### config.mk
export PLATFORM = sky130hd
export DESIGN_NAME = sparam_sweep_sequencer
export DESIGN_NICKNAME = d
export VERILOG_FILES = /design/src/rtl/sparam_sweep_sequencer.sv
export SDC_FILE = /design/constraint.sdc
export NUM_CORES = 1
export LEC_CHECK = 0
export ABC_AREA = 1
export CORE_ASPECT_RATIO = 1.75
export CORE_MARGIN = 4
export CORE_UTILIZATION = 39
export CTS_BUF_LIST = sky130_fd_sc_hd__clkbuf_8
export DETAILED_ROUTE_END_ITERATION = 8
export PLACE_DENSITY = 0.66
export SYNTH_ARGS = -nofsm -noshare
export SYNTH_HDL_FRONTEND = slang
export SYNTH_SLANG_ARGS = --single-unit
### constraint.sdc
create_clock -name clk -period 2.8 [get_ports clk]
set_clock_uncertainty 0.15 [all_clocks]
set_input_delay 0.56 -clock clk [delete_from_list [all_inputs] [get_ports clk]]
set_output_delay 0.56 -clock clk [all_outputs]
set_load 0.01 [all_outputs]
### src/rtl/sparam_sweep_sequencer.sv
// Stepped-frequency S-parameter sweep sequencer: programs the source per point, settles,
// runs the capture handshake for S11 (and optionally S21) and streams each result out.
module sparam_sweep_sequencer #(
  parameter int FW  = 32,
  parameter int NW  = 10,
  parameter int SW  = 16,
  parameter int DW  = 16,
  parameter int TMO = 1023
) (
  input  logic          clk,
  input  logic          rst,
  input  logic          start,
  input  logic          abort,
  input  logic [FW-1:0] f_start,
  input  logic [FW-1:0] f_step,
  input  logic [NW-1:0] n_points,
  input  logic [SW-1:0] settle_cycles,
  input  logic          dual,
  output logic [FW-1:0] freq_word,
  output logic          freq_load,
  output logic          port_sel,
  output logic          cap_req,
  input  logic          cap_ack,
  input  logic [DW-1:0] cap_data,
  output logic          res_valid,
  input  logic          res_ready,
  output logic [DW-1:0] res_data,
  output logic [NW-1:0] res_index,
  output logic          res_param,
  output logic          busy,
  output logic          done,
  output logic          err_timeout
);

  localparam int TW = $clog2(TMO + 1);

  localparam logic [2:0] S_IDLE    = 3'd0;
  localparam logic [2:0] S_LOAD    = 3'd1;
  localparam logic [2:0] S_SETTLE  = 3'd2;
  localparam logic [2:0] S_CAPTURE = 3'd3;
  localparam logic [2:0] S_EMIT    = 3'd4;
  localparam logic [2:0] S_DONE    = 3'd5;

  logic [2:0]    state_q,     state_d;
  logic [FW-1:0] freq_q,      freq_d;
  logic [FW-1:0] step_q,      step_d;
  logic [NW-1:0] npts_q,      npts_d;
  logic [SW-1:0] settle_q,    settle_d;
  logic          dual_q,      dual_d;
  logic [NW-1:0] idx_q,       idx_d;
  logic [SW-1:0] cnt_q,       cnt_d;
  logic [TW-1:0] tmo_q,       tmo_d;
  logic          port_q,      port_d;
  logic [DW-1:0] res_data_q,  res_data_d;
  logic [NW-1:0] res_index_q, res_index_d;
  logic          res_param_q, res_param_d;
  logic          err_q,       err_d;
  logic          zdone_q,     zdone_d;

  always_comb begin
    state_d     = state_q;
    freq_d      = freq_q;
    step_d      = step_q;
    npts_d      = npts_q;
    settle_d    = settle_q;
    dual_d      = dual_q;
    idx_d       = idx_q;
    cnt_d       = cnt_q;
    tmo_d       = tmo_q;
    port_d      = port_q;
    res_data_d  = res_data_q;
    res_index_d = res_index_q;
    res_param_d = res_param_q;
    err_d       = err_q;
    zdone_d     = 1'b0;

    // A sweep already in DONE finishes normally, so abort there cannot double the done pulse.
    if (abort && state_q != S_IDLE && state_q != S_DONE) begin
      state_d = S_DONE;
    end else begin
      case (state_q)
        S_IDLE: begin
          if (start) begin
            err_d = 1'b0;
            if (n_points != '0) begin
              freq_d   = f_start;
              step_d   = f_step;
              npts_d   = n_points;
              settle_d = settle_cycles;
              dual_d   = dual;
              idx_d    = '0;
              port_d   = 1'b0;
              state_d  = S_LOAD;
            end else begin
              zdone_d = 1'b1;
            end
          end
        end
        S_LOAD: begin
          cnt_d   = settle_q;
          state_d = S_SETTLE;
        end
        S_SETTLE: begin
          if (cnt_q == '0) begin
            tmo_d   = '0;
            state_d = S_CAPTURE;
          end else begin
            cnt_d = cnt_q - SW'(1);
          end
        end
        S_CAPTURE: begin
          if (cap_ack) begin
            res_data_d  = cap_data;
            res_index_d = idx_q;
            res_param_d = port_q;
            state_d     = S_EMIT;
          end else if (tmo_q == TW'(TMO - 1)) begin
            err_d   = 1'b1;
            state_d = S_DONE;
          end else begin
            tmo_d = tmo_q + TW'(1);
          end
        end
        S_EMIT: begin
          if (res_ready) begin
            if (!port_q && dual_q) begin
              // Second port of the same point: re-settle without touching the source.
              port_d  = 1'b1;
              cnt_d   = settle_q;
              state_d = S_SETTLE;
            end else if (idx_q == npts_q - NW'(1)) begin
              state_d = S_DONE;
            end else begin
              idx_d   = idx_q + NW'(1);
              freq_d  = freq_q + step_q;
              port_d  = 1'b0;
              state_d = S_LOAD;
            end
          end
        end
        S_DONE:  state_d = S_IDLE;
        default: state_d = S_IDLE;
      endcase
    end

    if (state_d == S_DONE) port_d = 1'b0;
  end

  always_ff @(posedge clk) begin
    if (rst) begin
      state_q     <= S_IDLE;
      freq_q      <= '0;
      step_q      <= '0;
      npts_q      <= '0;
      settle_q    <= '0;
      dual_q      <= 1'b0;
      idx_q       <= '0;
      cnt_q       <= '0;
      tmo_q       <= '0;
      port_q      <= 1'b0;
      res_data_q  <= '0;
      res_index_q <= '0;
      res_param_q <= 1'b0;
      err_q       <= 1'b0;
      zdone_q     <= 1'b0;
    end else begin
      state_q     <= state_d;
      freq_q      <= freq_d;
      step_q      <= step_d;
      npts_q      <= npts_d;
      settle_q    <= settle_d;
      dual_q      <= dual_d;
      idx_q       <= idx_d;
      cnt_q       <= cnt_d;
      tmo_q       <= tmo_d;
      port_q      <= port_d;
      res_data_q  <= res_data_d;
      res_index_q <= res_index_d;
      res_param_q <= res_param_d;
      err_q       <= err_d;
      zdone_q     <= zdone_d;
    end
  end

  assign freq_word   = freq_q;
  assign freq_load   = (state_q == S_LOAD);
  assign port_sel    = port_q;
  assign cap_req     = (state_q == S_CAPTURE);
  assign res_valid   = (state_q == S_EMIT);
  assign res_data    = res_data_q;
  assign res_index   = res_index_q;
  assign res_param   = res_param_q;
  assign busy        = (state_q != S_IDLE);
  assign done        = (state_q == S_DONE) | zdone_q;
  assign err_timeout = err_q;

endmodule

# Yosys cells after proc, flatten, opt, wreduce, memory -nomap -nowiden
# Index checks and enable logic that the tools add are counted.
# totals
regBits	160
latch_bits	0
mem_bits_rw	0
romBits	0
in_bits	113
output_inout_bits	66
word_cells	107
n_memories	0
# classes
add_sub_neg	5
mul	0
div_mod_pow	0
magnitude_cmp	0
eq_ne	21
n_shift	0
n_mux	41
n_bitwise	4
n_reduce_logical	21
# ops
operator	n
32-bit two-way mux	5
10-bit two-way mux	8
32-bit case mux with 2 select lines	1
16-bit two-way mux	3
16-bit case mux with 3 select lines	1
10-bit case mux with 2 select lines	2
32-bit adder	1
3-bit two-way mux	9
10-bit by 1-bit adder with 10-bit output (second input constant)	2
16-bit logical NOT	1
2-bit != test (second input constant)	8
16-bit by 1-bit subtractor with 16-bit output (second input constant)	1
3-bit case mux with 5 select lines	1
5-bit AND reduction	3
10-bit == test	1
10-bit == test (second input constant)	1
10-bit nonzero test	1
10-bit by 1-bit subtractor with 10-bit output (second input constant)	1
3-bit == test (second input constant)	3
1-bit two-way mux	9
7-bit AND reduction	1
3-bit by 2-bit == test with 1-bit output (second input constant)	2
2-bit by 1-bit != test with 1-bit output (second input constant)	3
3-bit != test (second input constant)	2
14 further kinds	22

# Depth between registers and ports, before layout
# depth
word_depth	9
depth_mapped	18
depth_no_buf	17

# Worst setup path after synthesis
# OpenSTA, ideal clock, no wires.
# synth_timing
path_type	register to register
startpoint	register freq_q[0], in the netlist freq_word[0]
endpoint	register freq_q[28], in the netlist freq_word[28]
setup_time_ns	0.132
t_arrival_ns	1.839
required_ns	2.518
slack_ns	0.679
stages_incl_launch_ff	16
n_path_buf	0
period_less_slack_ns	2.121
path_cell_list	dfxtp_1 -> ha_1 -> inv_1 -> fa_1 -> inv_1 -> nand3_1 -> nand3_1 -> nand2_1 -> nand3_1 -> nand2_1 -> nand2_1 -> nand2_1 -> nand3_1 -> nand2_1 -> nand2_1 -> a21oi_1
# synth_between
elab_chain_len	5
# synth_lines
item	line_no	rtl
start, declared	45	logic [FW-1:0] freq_q, freq_d;
start signal, assigned	168	freq_q <= freq_d;
32-bit adder	135	freq_d = freq_q + step_q;
32-bit two-way mux	131	end else if (idx_q == npts_q - NW'(1)) begin
32-bit two-way mux	126	if (!port_q && dual_q) begin
32-bit two-way mux	125	if (res_ready) begin
32-bit case mux with 2 select lines	81	case (state_q)
# Every way passes these cells. The select of a mux whose other input is x is not followed.
# A chain may end at the register's enable or synchronous reset.

# Final worst setup path
# layout_timing
startpoint	register state_q[2]
endpoint	output port cap_req
# layout_between
elab_chain_len	1
# layout_lines
item	line_no	rtl
start, declared	44	logic [2:0] state_q, state_d;
start signal, assigned	167	state_q <= state_d;
3-bit by 2-bit == test with 1-bit output	188	assign cap_req = (state_q == S_CAPTURE);
end, declared	22	output logic cap_req,
# Every way passes these cells.

==> out/results.tsv <==
metric	value	unit
power.density	878	mW/mm²
htreeDepth	4	
wire_per_inst	15.5	µm
tritoncts	done	
numCtsBuffers	17	
synth_adder_area_share	4.79	%
dieWidth	128	µm
synth-compound-area-share	12.0	%
synth_edf_count	0	
synth_area_per_cell	6.14	µm²
grt_setup_unrepaired	no	
antenna_cells	0	
synthToLayoutAreaGrowth	26.5	%
portBuffers	178	
ys_seq_elements	160	
timing.final.crit_share	94.1	%
final_cell_mix	426 x nand2_1, 292 x nor2_1, 177 x clkdlybuf4s50_1	
wirelength	32300	µm
met1_usage	22.1	%
synthesis.nets	1748	
synth_top_area_cell	dfxtp_1	
antenna_found_initial	0	
clkSinkCount	160	
seq_area_frac_synth	32.6	%
root_buffer	clkbuf_8	
grt.busiest_layer	met2	
seqCellArea	0.00320	mm²
grt_max_degree	62	
vias	10600	
fp.coreArea	0.0247	mm²
crit_path_max_fanout	6	
synthSimpleGateAreaFrac	37.6	%
synthArstFlopShare	0	%
cp-start-kind	register	
ys.flop_type	dfxtp_1	
ys_top_cells_by_area	dfxtp_1 33%, nand2_1 16%, nor2_1 11%	
cp-end-kind	output port	
met3_usage	3.97	%
maxSlewViolCount	0	
peakVddDrop	548	µV
crit_type	register to output port	
place_congestion	0.965	
grt_use_total	23.3	%
hold_path.class	register to register	
synth-xor-area-share	3.30	%
finalWorstSetupSlack	0.164	ns
synth_top_area_share	32.6	%
synth_cell_type_count	39	
setup_viol	0	
multi_input_area	0.00568	mm²
status	finished, final reports clean	
syn-instance-count	1598	
clock_path_buffers	2	
place_hpwl	25000	µm
fin_setup_tns	0	ns
grt_remaining_overflow	0	
hold_violations	0	
cts_hold_buffers	0	
finalCriticalPeriod	2.64	ns
final_cells	2081	
grt_use_met2	45.8	%
timing.fmax	0.379	GHz
clk_pin_slew_worst_paths	0.09	ns
num_rows	76	
ios	179	
ant_nets	0	
fill_cells	2633	
grt_pass1_wl	51400	µm
via_per_inst	5.09	
synth.mux.area_fraction	0	%
arrival	1.93	ns
maxCapViolCount	0	
die_h	218	µm
first_global_vias	10600	
drive_gt1_share	4.24	%
dp.cells	2049	
synth.cell_area	0.00982	mm²
yosysWarnings	0	
stdcell_area	0.0124	mm²
clk_latency	0.51	ns
final_common_cell	nand2_1	
initial_core_util	39.7	%
max_slew_margin	59.6	%
drtIter0Drc	537	
drc	0	
p_leak	5.76	nW
synth_top_family_by_area	simple AND/OR/NAND/NOR gates	
die_area	0.0279	mm²
worst-slew-pin-transition	0.605	ns
crit_required	2.09	ns
dr.pass1.iters	5	
hold_slack	0.304	ns
layout.nets	1906	
preCtsSetupSlack	-0.0816	ns
dpl_cell_area	0.0119	mm²
-- per-layer routing --
layer / wire [µm] / vias to the layer above
met5: 0 / -
met4: 1660 / 0
met3: 1220 / 89
met2: 17900 / 285
met1: 11500 / 4821
li1: - / 5390
-- cells by family after synthesis --
group | after synthesis
compound gates | 228
xor+xnor | 37
fa+ha+maj | 37
buf+inv | 241
flops | 160
simple gates | 895
-- repair_timing --
item                                    4_1_cts  5_1_grt
endpoints found under the hold margin         0        0
setup buffers                                 0        0
resized for setup                             0        2
endpoints found under the setup margin        0        5
-- critical path: stages (launching register included) --
cell and delay (ns):
dfxtp_1 0.35, inv_1 0.12, nand2_1 0.09, nor2_2 0.24
clkdlybuf4s50_1 0.62
-- through the flow --
step                      utilization [%]  power (W)
after global placement               48.3    0.00886
after CTS                            50.2     0.0110
after floorplan                         -    0.00692
final                                50.2     0.0109
after global routing                 50.2     0.0118
after detailed placement             48.3    0.00892
-- registers in the layout (all words and copies together), names as in the netlist --
signal,count
freq_word,32
step_q,32
cnt_q,16
res_data,16
settle_q,16
idx_q,10
npts_q,10
res_index,10
tmo_q,10
state_q,3
dual_q,1
err_timeout,1
port_sel,1
res_param,1
zdone_q,1
-- cell type report --
| type | instances | share of cell area, % |
|---|---|---|
| Multi-Input combinational cell | 1197 | 45.7 |
| Sequential cell | 160 | 25.8 |
| Timing Repair Buffer | 201 | 16.1 |
| Inverter | 179 | 5.48 |
| Tap cell | 312 | 3.14 |
| Clock buffer | 19 | 2.10 |
| Clock inverter | 13 | 1.67 |
-- synth_stat cells, types with 3 or more instances --
| library cell | instances |
|---|---|
| xor2_1 | 24 |
| buf_1 | 6 |
| nor3b_1 | 3 |
| nor4_1 | 6 |
| and2_1 | 7 |
| buf_4 | 5 |
| nand3b_1 | 18 |
| a21oi_1 | 86 |
| inv_2 | 3 |
| ha_1 | 36 |
| nand4_1 | 17 |
| nand3_1 | 95 |
| nor2_1 | 293 |
| a211oi_1 | 3 |
| dfxtp_1 | 160 |
| nand2_1 | 426 |
| nor3_1 | 17 |
| o211ai_1 | 4 |
| o21ai_0 | 121 |
| xnor2_1 | 13 |
| inv_1 | 174 |
| buf_2 | 7 |
| nor2_2 | 5 |
| clkbuf_1 | 41 |
| a31oi_1 | 5 |
| or2_2 | 5 |
-- power breakdown --
group | total [W] | internal, W | switching, W
registers | 0.00329 | 0.00283 | 0.000463
logic | 0.00558 | 0.00216 | 0.00342
clock network | 0.00203 | 0.00111 | 0.000925
-- path summary, 6_finish.rpt --
kind	from	end	slack, ns	depth (start not counted)
max	state_q[2]	cap_req	0.16	4
min	settle_q[2]	settle_q[2]	0.30	2
max reg2reg	freq_word[0]	freq_word[24]	0.18	15
min reg2reg	settle_q[2]	settle_q[2]	0.30	2
Note: power is estimated with default switching activity, not from simulation.
